### config.mk
export PLATFORM = sky130hd
export DESIGN_NAME = biu_arbiter
export DESIGN_NICKNAME = d
export VERILOG_FILES = /design/src/rtl/biu_arbiter.sv
export SDC_FILE = /design/constraint.sdc
export NUM_CORES = 1
export LEC_CHECK = 0
export ABC_CLOCK_PERIOD_IN_PS = 1600
export CAP_MARGIN = 25
export CORE_ASPECT_RATIO = 0.5
export CORE_MARGIN = 2
export CORE_UTILIZATION = 22
export CTS_BUF_LIST = sky130_fd_sc_hd__clkbuf_8 sky130_fd_sc_hd__clkbuf_16
export CTS_CLUSTER_SIZE = 28
export DETAILED_ROUTE_END_ITERATION = 8
export GPL_ROUTABILITY_DRIVEN = 0
export MAX_ROUTING_LAYER = met4
export PLACE_DENSITY = 0.85
export SLEW_MARGIN = 20
export SYNTH_ARGS = -nofsm -noshare
export SYNTH_HDL_FRONTEND = slang
export SYNTH_SLANG_ARGS = --single-unit
### constraint.sdc
create_clock -name Clk -period 1.6 [get_ports Clk]
set_input_delay 0.16 -clock Clk [delete_from_list [all_inputs] [get_ports Clk]]
set_output_delay 0.16 -clock Clk [all_outputs]
set_load 0.01 [all_outputs]
### src/rtl/biu_arbiter.sv
// Two-master round-robin arbiter in front of the SDRAM BIU.
// Define BIU_ARB_HOLD_LIMIT_EN to enable the tenure counter and Yield outputs.
module biu_arbiter #(
  parameter int unsigned HOLD_MAX = 64
) (
  input  logic        Clk,
  input  logic        Rst,
  input  logic        Req0,
  input  logic        Req1,
  input  logic [8:0]  Control0,
  input  logic [8:0]  Control1,
  input  logic [31:0] Addr0,
  input  logic [31:0] Addr1,
  input  logic [31:0] Data0,
  input  logic [31:0] Data1,
  output logic        Gnt0,
  output logic        Gnt1,
  output logic        Ready0,
  output logic        Ready1,
  output logic        Yield0,
  output logic        Yield1,
  output logic [8:0]  BiuControl,
  output logic [31:0] BiuAddr,
  output logic [31:0] BiuData,
  output logic        BiuEn,
  input  logic        BiuReady
);

  typedef enum logic [1:0] {
    IDLE, OWN0, OWN1, DRAIN
  } state_t;

  localparam logic [8:0] CTRL_IDLE = 9'b10_0000_000;

  state_t state, state_nx;
  logic   last, last_nx;

  if (HOLD_MAX < 1 || HOLD_MAX > 255) begin : g_bad_hold
    $error("HOLD_MAX out of range 1..255");
  end

  always_ff @(posedge Clk or negedge Rst) begin
    if (!Rst) begin
      state <= IDLE;
      last  <= 1'b1;
    end else begin
      state <= state_nx;
      last  <= last_nx;
    end
  end

  always_comb begin
    state_nx = state;
    last_nx  = last;
    unique case (state)
      IDLE: begin
        if (Req0 && (!Req1 || last)) begin
          state_nx = OWN0;
          last_nx  = 1'b0;
        end else if (Req1) begin
          state_nx = OWN1;
          last_nx  = 1'b1;
        end
      end
      OWN0:  if (!Req0) state_nx = DRAIN;
      OWN1:  if (!Req1) state_nx = DRAIN;
      DRAIN: if (BiuReady) state_nx = IDLE;
      default: state_nx = IDLE;
    endcase
  end

  assign Gnt0   = (state == OWN0);
  assign Gnt1   = (state == OWN1);
  assign Ready0 = BiuReady & Gnt0;
  assign Ready1 = BiuReady & Gnt1;

  always_comb begin
    BiuControl = CTRL_IDLE;
    BiuAddr    = '0;
    BiuData    = '0;
    BiuEn      = 1'b0;
    unique case (1'b1)
      Gnt0: begin
        BiuControl = Control0;
        BiuAddr    = Addr0;
        BiuData    = Data0;
        BiuEn      = 1'b1;
      end
      Gnt1: begin
        BiuControl = Control1;
        BiuAddr    = Addr1;
        BiuData    = Data1;
        BiuEn      = 1'b1;
      end
      (state == DRAIN): BiuEn = 1'b1;
      default: ;
    endcase
  end

`ifdef BIU_ARB_HOLD_LIMIT_EN
  localparam logic [7:0] HMAX = 8'(HOLD_MAX);

  logic [7:0] tenure;

  // Every tenure is entered from IDLE, so clearing there clears on entry.
  always_ff @(posedge Clk or negedge Rst) begin
    if (!Rst) begin
      tenure <= '0;
    end else if (state == IDLE) begin
      tenure <= '0;
    end else if ((Gnt0 || Gnt1) && tenure != HMAX) begin
      tenure <= tenure + 8'd1;
    end
  end

  assign Yield0 = Gnt0 & Req1 & (tenure == HMAX);
  assign Yield1 = Gnt1 & Req0 & (tenure == HMAX);
`else
  assign Yield0 = 1'b0;
  assign Yield1 = 1'b0;
`endif

endmodule

## Word level (Yosys, flattened, before mapping)

Cells that the tools add are included.

- Register bits: 3
- Word-level logic and storage cells: 31
- Bits in latches: 0
- Memories: 0
- Memory bits (read-only): 0
- Memory bits (writable): 0
- Input port bits: 151

- Muxes and demuxes: 12
- Reductions and logical operators: 8
- Bitwise operators: 2
- Magnitude comparators: 0
- Shift operators: 0
- Equal/unequal tests: 7
- $add $sub $neg: 0
- Div/mod/pow operators: 0
- Multiply operators: 0

Operators with widths:

| kind | count |
|---|---|
| one-hot mux 32 bit (2 select lines) | 2 |
| one-hot mux 9 bit (2 select lines) | 1 |
| 2-to-1 mux 2 bit | 5 |
| one-hot mux 2 bit (4 select lines) | 1 |
| != test 2 bit, second input constant | 3 |
| == test 2 bit, second input constant | 2 |
| AND reduction 4 bit | 1 |
| 2-to-1 mux 1 bit | 3 |
| != test 3 bit, second input constant | 1 |
| OR reduction 3 bit | 1 |
| bitwise AND 1 bit | 2 |
| == test 2 x 1 -> 1 bit, second input constant | 1 |
| logical NOT 2 bit | 1 |
| AND reduction 2 bit | 1 |
| nonzero test 2 bit | 1 |
| logical AND 1 bit | 1 |
| logical NOT 1 bit | 1 |
| logical OR 1 bit | 1 |

## Logic depth before layout (Yosys ltp)

- Depth in word-level cells: 5
- Gate-level depth with buffers: 6

## Worst setup path before layout

Ideal clock, no wire load.

- Path type: reg2out
- From: register state[1]
- To: output port BiuAddr[10]
- Cell stages (with the launch flop): 7
- Arrival: 1.367 ns
- Required time: 1.440 ns
- Path slack: 0.073 ns
- Cells stage by stage: dfrtp_1 inv_1 ha_1 buf_2 buf_2 a22oi_1 nor2b_1

- Word-level cells in the longest chain between the ends: 2

RTL lines:

| element | line | RTL |
|---|---|---|
| start, declared | 35 | `state_t state, state_nx;` |
| start signal, assigned | 47 | `state <= state_nx;` |
| == test 2 x 1 -> 1 bit | 72 | `assign Gnt0 = (state == OWN0);` |
| via Gnt0 | 16 | `output logic Gnt0,` |
| one-hot mux 32 bit (2 select lines) | 82 | `unique case (1'b1)` |
| end, declared | 23 | `output logic [31:0] BiuAddr,` |

The timed path passes the listed nets, and every way through them passes these cells.

## Worst setup path in the final report

- From: register state[0]
- To: output port BiuData[29]

- Word-level cells in the longest chain between the ends: 2

RTL lines:

| element | line | RTL |
|---|---|---|
| == test 2 bit / == test 2 x 1 -> 1 bit (equally long branches) | 73, 72 |  |
| one-hot mux 32 bit (2 select lines) (*) | 82 |  |
| end, declared | 24 | `output logic [31:0] BiuData,` |

Every way passes the cells marked *; elsewhere a longest branch is shown, timed or not.

==> flow_summary.json <==
{
  "final_layout_size_suffix_gt1_frac": 0.467,
  "final-hold-violation-count": 0,
  "via_per_inst": 4.92,
  "antenna_found_initial": 0,
  "chipHeight_microns": 60.1,
  "status": "finished, violations left",
  "stdcell_area_sq_um": 4700,
  "slew_viol_final": 0,
  "cp.required_ns": 1.44,
  "cts_tree": "built",
  "vias": 2657,
  "core_area_sq_um": 6080,
  "insertedDiodeCount": 0,
  "cts_made_buffers": 3,
  "synth_top_area_cell": "a22oi_1",
  "totalPowerFinal_mw": 9.94,
  "rsz0062_at_grt": "yes",
  "place_ws_ns": -0.307,
  "r2r-start": "state[0]$_DFFE_PN0P_",
  "synth_top_cell_area_share": 0.396,
  "nFillCells": 421,
  "synth-edff-count": 0,
  "finalCritPeriodShare": 1.15,
  "dp_cells": 502,
  "synth_area_per_cell_sq_um": 6.95,
  "ys_async_sr_fraction": 1.00,
  "synth-seq-cells": 3,
  "cts_buffer_depth": 2,
  "final-setup-viol-count": 76,
  "first_pass_iters": 4,
  "overflow": 0,
  "syn_inst": 199,
  "post-route-util": 0.772,
  "grt_pass1_vias": 2686,
  "drc": 0,
  "die_area_sq_um": 6970,
  "synth_warnings": 0,
  "row_count": 20,
  "skew_ns": 0.00182,
  "worst_slack_ns": -0.237,
  "worstSetupStartpointType": "flip-flop",
  "nets": 609,
  "p_leak_nw": 1.89,
  "clock-sinks": 3,
  "cpLargestDelayFamily": "buffers and inverters",
  "clk_pin_slew_ns": 0.03,
  "hold_path_class": "in -> async",
  "dieWidth_microns": 116,
  "arrival_ns": 1.68,
  "ctsRootBufferMaster": "clkbuf_16",
  "slowest_stage": "dfrtp_1",
  "path_class": "reg -> out",
  "finalSetupTns_ns": -12.58,
  "syn2layout_area_growth_pct": 240,
  "cp_slowest_stage_delay_ns": 0.39,
  "clock_latency_ns": 0.23,
  "timing.rr.end": "state[0]$_DFFE_PN0P_",
  "p_per_area_nw_per_um2": 2120,
  "yosys_most_used_dff": "dfrtp_1",
  "violations": "negative setup slack",
  "grt_pass1_wl_microns": 14700,
  "synth_area_leaders": "a22oi_1 40%, nor2b_1 33%, buf_2 5.8%, ha_1 4.5%, dfrtp_1 3.6%",
  "max_cap_violations": 0,
  "grtUsageTotal": 0.284,
  "start_util": 0.227,
  "synth_area_sq_um": 1380,
  "synth.distinct_cells": 20,
  "final_antenna_net_count": 0,
  "yosysSeqAreaShare": 0.0552,
  "period_needed_ns": 1.84,
  "timing.fmax_mhz": 544,
  "place_hpwl_microns": 6090,
  "end_kind": "output port",
  "holdWs_ns": 0.123,
  "path_buf_inv": 4,
  "synth_common_cells": "73 x a22oi_1, 73 x nor2b_1, 16 x buf_2",
  "rr_worst_depth": 7,
  "crit_fanout": 5,
  "worstPathCellList": "inv_2 -> ha_4 -> buf_8 -> clkbuf_16 -> a22oi_2 -> nor2b_1 -> buf_2",
  "final_cells": 540,
  "grt_max_degree": 21,
  "drt_wl_total_microns": 10700,
  "wl_per_cell_microns": 19.9,
  "port_buffers": 228,
  "drtIter0Drc": 133,
  "io_pins": 231,
  "r2r_slack_ns": -0.18,
  "max-vdd-ir-drop_v": 0.00168,
  "place_area_sq_um": 3820,
  "hold_buffers": 0,
  "htree_levels": 1
}
==> cells in the final DEF, fill, tap and decap left out, types with 5 or more instances in the layout <==
master and count:
a22oi_2 69, buf_12 11, buf_16 10, buf_2 69, buf_4 8, buf_6 14
clkbuf_16 10, clkdlybuf4s50_1 150, nor2b_1 67, nor2b_4 5
==> final cells by class <==
class                   count  area, sq um  area share
clock buffers               3         75.1      0.0160
clock inverters             1         3.75    0.000799
inverters                   3         11.3     0.00240
multi-input cells         168         1630       0.346
flip-flops and latches      3         76.3      0.0163
well taps                  88          110      0.0234
repair buffers            274         2790       0.595
==> flip-flops by register name, indices dropped and copies added, names as in the netlist <==
name / cells
state: 2
last: 1
==> logic make-up (layout without fill, tap and decap cells) <==
logic type               after synthesis  after routing  synth area share
AO/OA/AOI/OAI                         83             83             0.448
adder cells (fa/ha/maj)                5              5            0.0452
AND/OR/NAND/NOR                       78             78             0.350
buffers and inverters                 29            281            0.0986
flip-flops                             3              3            0.0552
other                                  1              2           0.00271
==> power by group <==
group	total (mW)	leakage, nW	switching, mW	internal, mW
combinational	9.38	1.81	4.08	5.30
sequential	0.165	0.0338	0.0357	0.129
clock	0.398	0.0423	0.0747	0.323
==> timing repair <==
action,4_1_cts,5_1_grt
endpoints found under the setup margin,80,78
pin swaps,19,23
buffers inserted,13,6
gates cloned,13,8
resized for setup,403,26
==> worst max-delay path by stage <==
stage                        endpoint                 start  slack, ns  cells past startpoint
after CTS                  BiuAddr[2]  state[1]$_DFFE_PN0P_      -0.19                      7
after floorplan           BiuAddr[10]  state[1]$_DFFE_PN0P_       0.07                      6
after detailed placement   BiuData[9]  state[0]$_DFFE_PN0P_      -0.31                      6
after global placement    BiuData[13]  state[0]$_DFFE_PN0P_      -0.28                      6
final                     BiuData[29]  state[0]$_DFFE_PN0P_      -0.24                      7
after global routing      BiuData[29]  state[0]$_DFFE_PN0P_      -0.30                      7
==> layer usage <==
metal,share of wire,vias to the layer above,wire length [microns],GRT usage
met2,0.49,112,5270,0.483
met3,0.054,18,574,0.0355
met5,0,-,0,-
li1,-,1243,-,-
met4,0.013,0,142,0.0595
met1,0.44,1284,4740,0.368
No activity file was read; power rests on OpenSTA's default activity.
